## src/rtl/uart2wifi_core_uart_tx.sv

```systemverilog
`default_nettype none
// ============================================================================
// Module   : uart2wifi_core_uart_tx
// Brief    : FIFO-buffered UART transmitter, 8N1 by default; define
//            UART2WIFI_TX_PARITY_EN for an 8E1 frame with an even-parity bit.
// Revision : 1.0
// ============================================================================
module uart2wifi_core_uart_tx #(
  parameter int CLKS_PER_TICK = 163,
  parameter int FIFO_DEPTH    = 4
) (
  input  logic       clk,
  input  logic       rst,
  input  logic       tx_wr,
  input  logic [7:0] write_data,
  output logic       tx,
  output logic       tx_full,
  output logic       tx_empty,
  output logic       tx_busy,
  output logic       tx_done,
  output logic       tx_overflow
);

  localparam int PTR_W  = (FIFO_DEPTH > 1) ? $clog2(FIFO_DEPTH) : 1;
  localparam int TICK_W = (CLKS_PER_TICK > 1) ? $clog2(CLKS_PER_TICK) : 1;
  localparam logic [PTR_W:0]    FULL_CNT  = (PTR_W+1)'(FIFO_DEPTH);
  localparam logic [TICK_W-1:0] TICK_LAST = TICK_W'(CLKS_PER_TICK - 1);

`ifdef UART2WIFI_TX_PARITY_EN
  typedef enum logic [2:0] {
    S_IDLE   = 3'd0,
    S_START  = 3'd1,
    S_DATA   = 3'd2,
    S_PARITY = 3'd3,
    S_STOP   = 3'd4
  } state_t;
`else
  typedef enum logic [2:0] {
    S_IDLE   = 3'd0,
    S_START  = 3'd1,
    S_DATA   = 3'd2,
    S_STOP   = 3'd4
  } state_t;
`endif

  state_t              state_q, state_d;
  logic [TICK_W-1:0]   tick_q, tick_d;
  logic [3:0]          os_q, os_d;
  logic [2:0]          bit_q, bit_d;
  logic [7:0]          shift_q, shift_d;
`ifdef UART2WIFI_TX_PARITY_EN
  logic                par_q, par_d;
`endif
  logic                tx_q, tx_d;
  logic                busy_q;
  logic                done_q;
  logic                ovf_q;

  logic [7:0]          mem_q [FIFO_DEPTH];
  logic [PTR_W-1:0]    wptr_q, rptr_q;
  logic [PTR_W:0]      count_q;

  logic                w_wr_accept;
  logic                w_pop;
  logic                w_tick_end;
  logic                w_bit_end;
  logic [7:0]          w_head;

  assign tx_full     = (count_q == FULL_CNT);
  assign tx_empty    = (count_q == '0);
  assign w_wr_accept = tx_wr & ~tx_full;
  assign w_head      = mem_q[rptr_q];
  assign w_tick_end  = (tick_q == TICK_LAST);
  assign w_bit_end   = w_tick_end && (os_q == 4'd15);

  // ---------------------------------------------------------------- FIFO
  always_ff @(posedge clk or posedge rst) begin
    if (rst) begin
      wptr_q  <= '0;
      rptr_q  <= '0;
      count_q <= '0;
    end else begin
      if (w_wr_accept) wptr_q <= wptr_q + PTR_W'(1);
      if (w_pop)       rptr_q <= rptr_q + PTR_W'(1);
      case ({w_wr_accept, w_pop})
        2'b10:   count_q <= count_q + (PTR_W+1)'(1);
        2'b01:   count_q <= count_q - (PTR_W+1)'(1);
        default: count_q <= count_q;
      endcase
    end
  end

  // Storage needs no reset: the pointers alone define what is valid.
  always_ff @(posedge clk) begin
    if (w_wr_accept) mem_q[wptr_q] <= write_data;
  end

  // ---------------------------------------------------------------- FSM
  always_ff @(posedge clk or posedge rst) begin
    if (rst) begin
      state_q <= S_IDLE;
      tick_q  <= '0;
      os_q    <= '0;
      bit_q   <= '0;
      shift_q <= '0;
`ifdef UART2WIFI_TX_PARITY_EN
      par_q   <= 1'b0;
`endif
    end else begin
      state_q <= state_d;
      tick_q  <= tick_d;
      os_q    <= os_d;
      bit_q   <= bit_d;
      shift_q <= shift_d;
`ifdef UART2WIFI_TX_PARITY_EN
      par_q   <= par_d;
`endif
    end
  end

  always_comb begin
    state_d = state_q;
    tick_d  = tick_q;
    os_d    = os_q;
    bit_d   = bit_q;
    shift_d = shift_q;
    w_pop   = 1'b0;
`ifdef UART2WIFI_TX_PARITY_EN
    par_d   = par_q;
`endif

    // Divider free-runs in every active state so bit boundaries stay exactly 16 ticks apart.
    if (state_q != S_IDLE) begin
      tick_d = w_tick_end ? '0 : tick_q + TICK_W'(1);
      if (w_tick_end) os_d = os_q + 4'd1;
    end

    case (state_q)
      S_IDLE: begin
        if (!tx_empty) begin
          w_pop   = 1'b1;
          shift_d = w_head;
`ifdef UART2WIFI_TX_PARITY_EN
          par_d   = ^w_head;
`endif
          tick_d  = '0;
          os_d    = '0;
          bit_d   = '0;
          state_d = S_START;
        end
      end
      S_START: begin
        if (w_bit_end) state_d = S_DATA;
      end
      S_DATA: begin
        if (w_bit_end) begin
          shift_d = {1'b0, shift_q[7:1]};
          bit_d   = bit_q + 3'd1;
          if (bit_q == 3'd7) begin
`ifdef UART2WIFI_TX_PARITY_EN
            state_d = S_PARITY;
`else
            state_d = S_STOP;
`endif
          end
        end
      end
`ifdef UART2WIFI_TX_PARITY_EN
      S_PARITY: begin
        if (w_bit_end) state_d = S_STOP;
      end
`endif
      S_STOP: begin
        if (w_bit_end) begin
          if (!tx_empty) begin
            w_pop   = 1'b1;
            shift_d = w_head;
`ifdef UART2WIFI_TX_PARITY_EN
            par_d   = ^w_head;
`endif
            bit_d   = '0;
            state_d = S_START;
          end else begin
            state_d = S_IDLE;
          end
        end
      end
      default: state_d = S_IDLE;
    endcase
  end

  // ------------------------------------------------------------- outputs
  always_comb begin
    tx_d = 1'b1;
    case (state_q)
      S_START:  tx_d = 1'b0;
      S_DATA:   tx_d = shift_q[0];
`ifdef UART2WIFI_TX_PARITY_EN
      S_PARITY: tx_d = par_q;
`endif
      default:  tx_d = 1'b1;
    endcase
  end

  // Status flags share the line's one-cycle lag so done/busy line up with the stop bit on tx.
  always_ff @(posedge clk or posedge rst) begin
    if (rst) begin
      tx_q   <= 1'b1;
      busy_q <= 1'b0;
      done_q <= 1'b0;
      ovf_q  <= 1'b0;
    end else begin
      tx_q   <= tx_d;
      busy_q <= (state_q != S_IDLE);
      done_q <= (state_q == S_STOP) && w_bit_end;
      ovf_q  <= tx_wr && tx_full;
    end
  end

  assign tx          = tx_q;
  assign tx_busy     = busy_q;
  assign tx_done     = done_q;
  assign tx_overflow = ovf_q;

endmodule
`default_nettype wire

```

## config.mk

```make
export PLATFORM = sky130hd
export DESIGN_NAME = uart2wifi_core_uart_tx
export DESIGN_NICKNAME = d
export VERILOG_FILES = /design/src/rtl/uart2wifi_core_uart_tx.sv
export SDC_FILE = /design/constraint.sdc
export NUM_CORES = 1
export LEC_CHECK = 0
export CAP_MARGIN = 20
export CORE_MARGIN = 2
export CORE_UTILIZATION = 40
export DETAILED_ROUTE_END_ITERATION = 12
export MAX_ROUTING_LAYER = met4
export PLACE_DENSITY = 0.55
export RECOVER_POWER = 50
export SETUP_SLACK_MARGIN = 0.2
export SYNTH_ARGS = -nofsm -noshare
export SYNTH_HDL_FRONTEND = slang
export SYNTH_SLANG_ARGS = --single-unit
```

## constraint.sdc

```tcl
create_clock -name clk -period 3.5 [get_ports clk]
set_clock_uncertainty 0.05 [all_clocks]
set_input_delay 1.05 -clock clk [delete_from_list [all_inputs] [get_ports clk]]
set_output_delay 1.05 -clock clk [all_outputs]
set_load 0.1 [all_outputs]
```

Yosys cells after proc, flatten, opt, wreduce, memory -nomap -nowiden --
Memories as Yosys holds them, arrays and structs flattened. Cells that the tools add are included.
Word-level totals: register bits 37, RAM bits 32, input bits 11, output and inout bits 6, logic and storage cells 76, memories 1
Memories:
- mem_q | words 4, width 8, read ports 1, clocked after Yosys merged registers in 0, wr ports 1, line 59 | logic [7:0] mem_q [FIFO_DEPTH];
Cells by class: $add $sub $neg 7, eq/ne operators 14, mux-type cells 30, bitwise operators 2, reduce and logical (&&, ||, !) cells 10
Operators with widths (number):
- $mux 8 | 7
- $mux 3 | 8
- $pmux 8 s3 | 1
- $mux 4 | 4
- $pmux 3 s4 | 1
- $ne 2x2->1 const B | 5
- $eq 3x3->1 const B | 3
- $pmux 3 s3 | 1
- $add 8x1->8 const B | 1
- $eq 8x8->1 const B | 1
- $add 3x1->3 const B | 2
- $logic_not 3->1 | 2
- $pmux 3 s2 | 1
- $reduce_bool 3->1 | 2
- $mux 1 | 5
- $reduce_and 5->1 | 1
- $add 2x1->2 const B | 2
- $add 4x1->4 const B | 1
- $eq 4x4->1 const B | 1
- $pmux 1 s2 | 2
- $eq 3x1->1 const B | 1
- $eq 3x2->1 const B | 1
- $logic_and 1x1->1 | 3
- $reduce_and 3->1 | 1
- 6 further kinds | 6

Logic depth before layout (Yosys ltp) --
depth in word-level cells 6, depth in mapped cells 11, mapped depth without buffers 11

Least setup slack after synthesis --
OpenSTA, ideal clock, no wires.
path type register to register, start register count_q[0], end register count_q[2], library setup time 0.125 ns, arrival time 2.985 ns, required time 3.325 ns, path slack 0.340 ns, cell stages (with the launch flop) 11, buffers on the path 1, period minus slack after synthesis 3.160 ns, path through dfrtp_1 > nor3_2 > or3_1 > buf_2 > nor2_1 > ha_1 > inv_1 > fa_1 > xor2_1 > nor2_1 > xor2_1
Between the ends: word-level cells in the longest chain between the ends 6, elaborated cells on any way between the ends 13, those cells by class add/sub (2); eq/ne (3); mux (4); bitwise (2); reduce/logical (2)
RTL lines:
- start, declared | line 61 | logic [PTR_W:0] count_q;
- start signal, assigned | line 86 | 2'b10: count_q <= count_q + (PTR_W+1)'(1);
- start signal, assigned | line 87 | 2'b01: count_q <= count_q - (PTR_W+1)'(1);
- start signal, assigned | line 88 | default: count_q <= count_q;
- $logic_not 3->1 (*) | line 70 | assign tx_empty = (count_q == '0);
- named net tx_empty | line 18 | output logic tx_empty,
- $mux 1 (*) | line 140, 175
- $mux 1 | line 174 | if (w_bit_end) begin
- $pmux 1 s2 (*) | line 138 | case (state_q)
- named net w_pop | line 64 | logic w_pop;
- $eq 2x1->1 / $eq 2x2->1 (equally long branches) | line 85 | case ({w_wr_accept, w_pop})
- $pmux 3 s2 / $reduce_bool 2->1 (equally long branches)
The timed path passes the listed nets; every way through them passes the cells marked *. A chain may end at the register's enable or synchronous reset.

Worst setup path after layout --
start input tx_wr, end register count_q[2]
Between the ends: word-level cells in the longest chain between the ends 3, elaborated cells on any way between the ends 5, those cells by class eq/ne (2); mux (1); bitwise (1); reduce/logical (1)
RTL lines:
- start, declared | line 14 | input logic tx_wr,
- $and 1x1->1 (*) | line 71 | assign w_wr_accept = tx_wr & ~tx_full;
- $eq 2x1->1 / $eq 2x2->1 (equally long branches) | line 85
- $pmux 3 s2 / $reduce_bool 2->1 (equally long branches)
Mark *: on every way between the ends. The rest lies on a longest branch, timed or not.

==> impl_metrics.csv <==
group,metric,value,unit
cells_and_area,final_common_cell,"dfrtp_1",
global_routing,grt_pass1_vias,1730,
placed_design,port_buffers,16,
clocking,clkSinkCount,69,
timing,grt_setup_unrepaired,"no",
critical_path,timing.rr.start,"tick_q[0]$_DFF_PP0_",
power_and_ir_drop,ir_drop,0.308,mV
synth,synthAdderAreaFrac,4.69,%
die,dieArea,0.00845,mm²
critical_path,slowest_delay,590,ps
synth,synth_top_flop_cell,"dfrtp_1",
power_and_ir_drop,p_per_area,584,mW/mm²
synth,synth_cell_type_count,44,
global_routing,grt_overflow,0,
detailed_routing,dr.pass1.iters,4,
critical_path,end_kind,"flop",
worst_hold_path,worstHoldStart,"bit_q[0]$_DFFE_PP0P_",
global_routing,grtUsageTotal,13.9,%
critical_path,crit_required,3730,ps
synth,yosysWarnings,0,
timing,finalSetupViolations,0,
run,max_cap_violations,0,
synth,ys_ff_latch,69,
die,die_h,91.9,µm
synth,synth_edf_count,32,
die,initial_utilization,40.7,%
clocking,ctsHoldBuffers,0,
detailed_routing,drc,0,
critical_path,crit_fanout,6,
timing,setup_ws,776,ps
critical_path,start_kind,"input pin",
clocking,htree_levels,3,
cells_and_area,register_area,0.00189,mm²
cells_and_area,antenna_cells,0,
critical_path,timing.rr.end,"count_q[2]$_DFFE_PP0P_",
global_routing,grt_max_degree,26,
synth,syn_inst,213,
synth,synth_fp_nets,235,
die,core.rowCount,32,
cells_and_area,multi_input_area,0.00111,mm²
critical_path,rr_worst_depth,11,
clocking,ctsResizeCount,0,
cells_and_area,final.fill_count,664,
synth,yosysTopAreaCell,"edfxtp_1",
status,status,"finished, final reports clean",
global_routing,antenna_found_initial,0,
timing,period_needed,2720,ps
worst_hold_path,hold_path_end,"bit_q[0]$_DFFE_PP0P_",
die,die_w,91.9,µm
detailed_routing,vias,1679,
worst_hold_path,min_path_cells,1,
timing,post-route-period-util,77.8,%
clocking,clockBufferDepth,2,
critical_path,cpLargestDelayFamily,"buffers and inverters",
synth,synth.area.mux_share,12.6,%
critical_path,reg2reg_slack,800,ps
clocking,cts_buffers,9,
cells_and_area,syn_to_final_growth,15.7,%
clocking,worstSkewPairLatency,350,ps
detailed_routing,wl_per_cell,14.4,µm
synth,synth_compound_area_share,3.64,%
clocking,cts_tree,"done",
worst_hold_path,hp-class,"reg2reg",
critical_path,path_cells,"dlygate4sd3_1 -> and2_0 -> inv_1 -> ha_1 -> inv_1 -> fa_1 -> xor2_1 -> nor2_1 -> xor2_1",
synth,ys_seq_area_share,61.0,%
timing,timing.final.hold_violations,0,
synth,yosysTopAreaCellShare,31.1,%
placed_design,routabilityCongestion,0.804,
timing,clock.fmax,367,MHz
synth,synth-xor-area-share,3.96,%
clocking,clkTransAtPathRegs,80,ps
detailed_routing,vias_per_cell,4.91,
synth,synth-async-reset-ratio,53.6,%
detailed_routing,drt_iter0_markers,70,
timing,worst_slew_pin_slew,727,ps
synth,syn_avg_cell_area,14.5,µm²
detailed_routing,final_antenna_net_count,0,
critical_path,cp.arrival,2950,ps
critical_path,cp.buffers_inverters,3,
synth,synth_top_family_by_area,"multiplexers",
synth,yosys-top-cells-area,"edfxtp_1, dfrtp_1, mux2_2",
cells_and_area,drive_gt1_share,23.3,%
power_and_ir_drop,p_leak,1.43,nW
placed_design,dp_hpwl,3.38,mm
timing,tns,0,ps
placed_design,place_ws,557,ps
detailed_routing,routed_wl,4.93,mm
clocking,cts-root-buf,"clkbuf_8",
die,io_pins,17,
synth,yosys.area_share.simple,11.2,%
die,fp.coreArea,0.00761,mm²
critical_path,path_class,"in2reg",
timing,maxSlewHeadroom,51.1,%
timing,drv_slew,0,
cells_and_area,final_cell_mix,"dfrtp_1, edfxtp_1, mux2_2",
critical_path,cpMaxStageDelayCell,"dlygate4sd3_1",
synth,synth_area,0.00309,mm²
global_routing,grt_pass1_wl,8.74,mm
cells_and_area,final_nets,257,
clocking,cts_setup_buffers,0,
[report_power, final]
| group | leakage [nW] | switching [W] | internal (W) |
|---|---|---|---|
| combinational | 0.566 | 0.000222 | 0.000115 |
| clock | 0.116 | 0.000329 | 0.000412 |
| sequential | 0.751 | 0.0000485 | 0.000965 |
| total | 1.43 | 0.000599 | 0.00149 |
[through the flow]
| step | cells | total power (W) | util [%] | area (µm²) | hold WS (ps) |
|---|---|---|---|---|---|
| CTS | 342 | 0.00212 | 47.1 | 3580 | 449 |
| finish | 342 | 0.00209 | 47.0 | 3580 | 441 |
| detailed placement | 326 | 0.00138 | 44.1 | 3350 | 434 |
| floorplan | 213 | 0.00127 | - | 3090 | 407 |
| global route | 342 | 0.00220 | 47.0 | 3580 | 470 |
| global placement | 326 | 0.00138 | 44.1 | 3350 | 420 |
[worst max path at each step]
stage | to | start | cells after the start | slack (ps)
2_1_floorplan | count_q[2]$_DFFE_PP0P_ | count_q[0]$_DFFE_PP0P_ | 10 | 340
6_report | count_q[2]$_DFFE_PP0P_ | tx_wr | 9 | 780
3_3_place_gp | count_q[2]$_DFFE_PP0P_ | tx_wr | 9 | 610
5_1_grt | count_q[2]$_DFFE_PP0P_ | tick_q[0]$_DFF_PP0_ | 11 | 540
4_1_cts | tx_empty | count_q[0]$_DFFE_PP0P_ | 2 | 740
3_5_place_dp | count_q[2]$_DFFE_PP0P_ | tx_wr | 9 | 560
[Yosys cell counts, types with 2 or more instances]
master,count
xnor2_1,3
nand3_1,7
nand4_1,5
and3_1,8
mux2i_1,3
mux2_2,16
clkbuf_1,2
buf_2,2
mux4_2,8
nand2b_1,2
inv_1,12
o31ai_1,2
a21oi_1,3
edfxtp_1,32
buf_4,3
or3_1,2
nor3_2,2
o21ai_0,3
dfrtp_1,36
nor2_1,14
nand2_1,6
xor2_1,11
ha_1,10
[registers in the layout, indices dropped and copies added (netlist names)]
signal	count
mem_q	32
tx_overflow	1
os_q	4
shift_q	8
state_q	3
tx_busy	1
tx_done	1
count_q	3
tx	1
tick_q	8
bit_q	3
rptr_q	2
wptr_q	2
[metal layers]
metal / wire (µm) / vias to the layer above / GRT usage, %
met5: 0 / - / -
met4: 31 / 0 / 5.10
met3: 187 / 7 / 4.68
met2: 2390 / 24 / 21.6
met1: 2320 / 825 / 17.1
li1: - / 823 / -
[cells by family after synthesis]
kind of cell / after synthesis
adder cells (fa/ha/maj): 11
multiplexers: 27
AND/OR/NAND/NOR: 57
AO/OA/AOI/OAI: 15
flip-flops: 69
buffers and inverters: 20
XOR/XNOR: 14
[cell type report]
class | count | share of cell area [%]
Clock inverter | 7 | 2.97
Clock buffer | 9 | 3.46
Sequential cell | 69 | 52.8
Inverter | 13 | 1.36
Multi-Input combinational cell | 124 | 31.0
Timing Repair Buffer | 18 | 4.83
Tap cell | 102 | 3.57
Power figures use the tool's default switching activity.
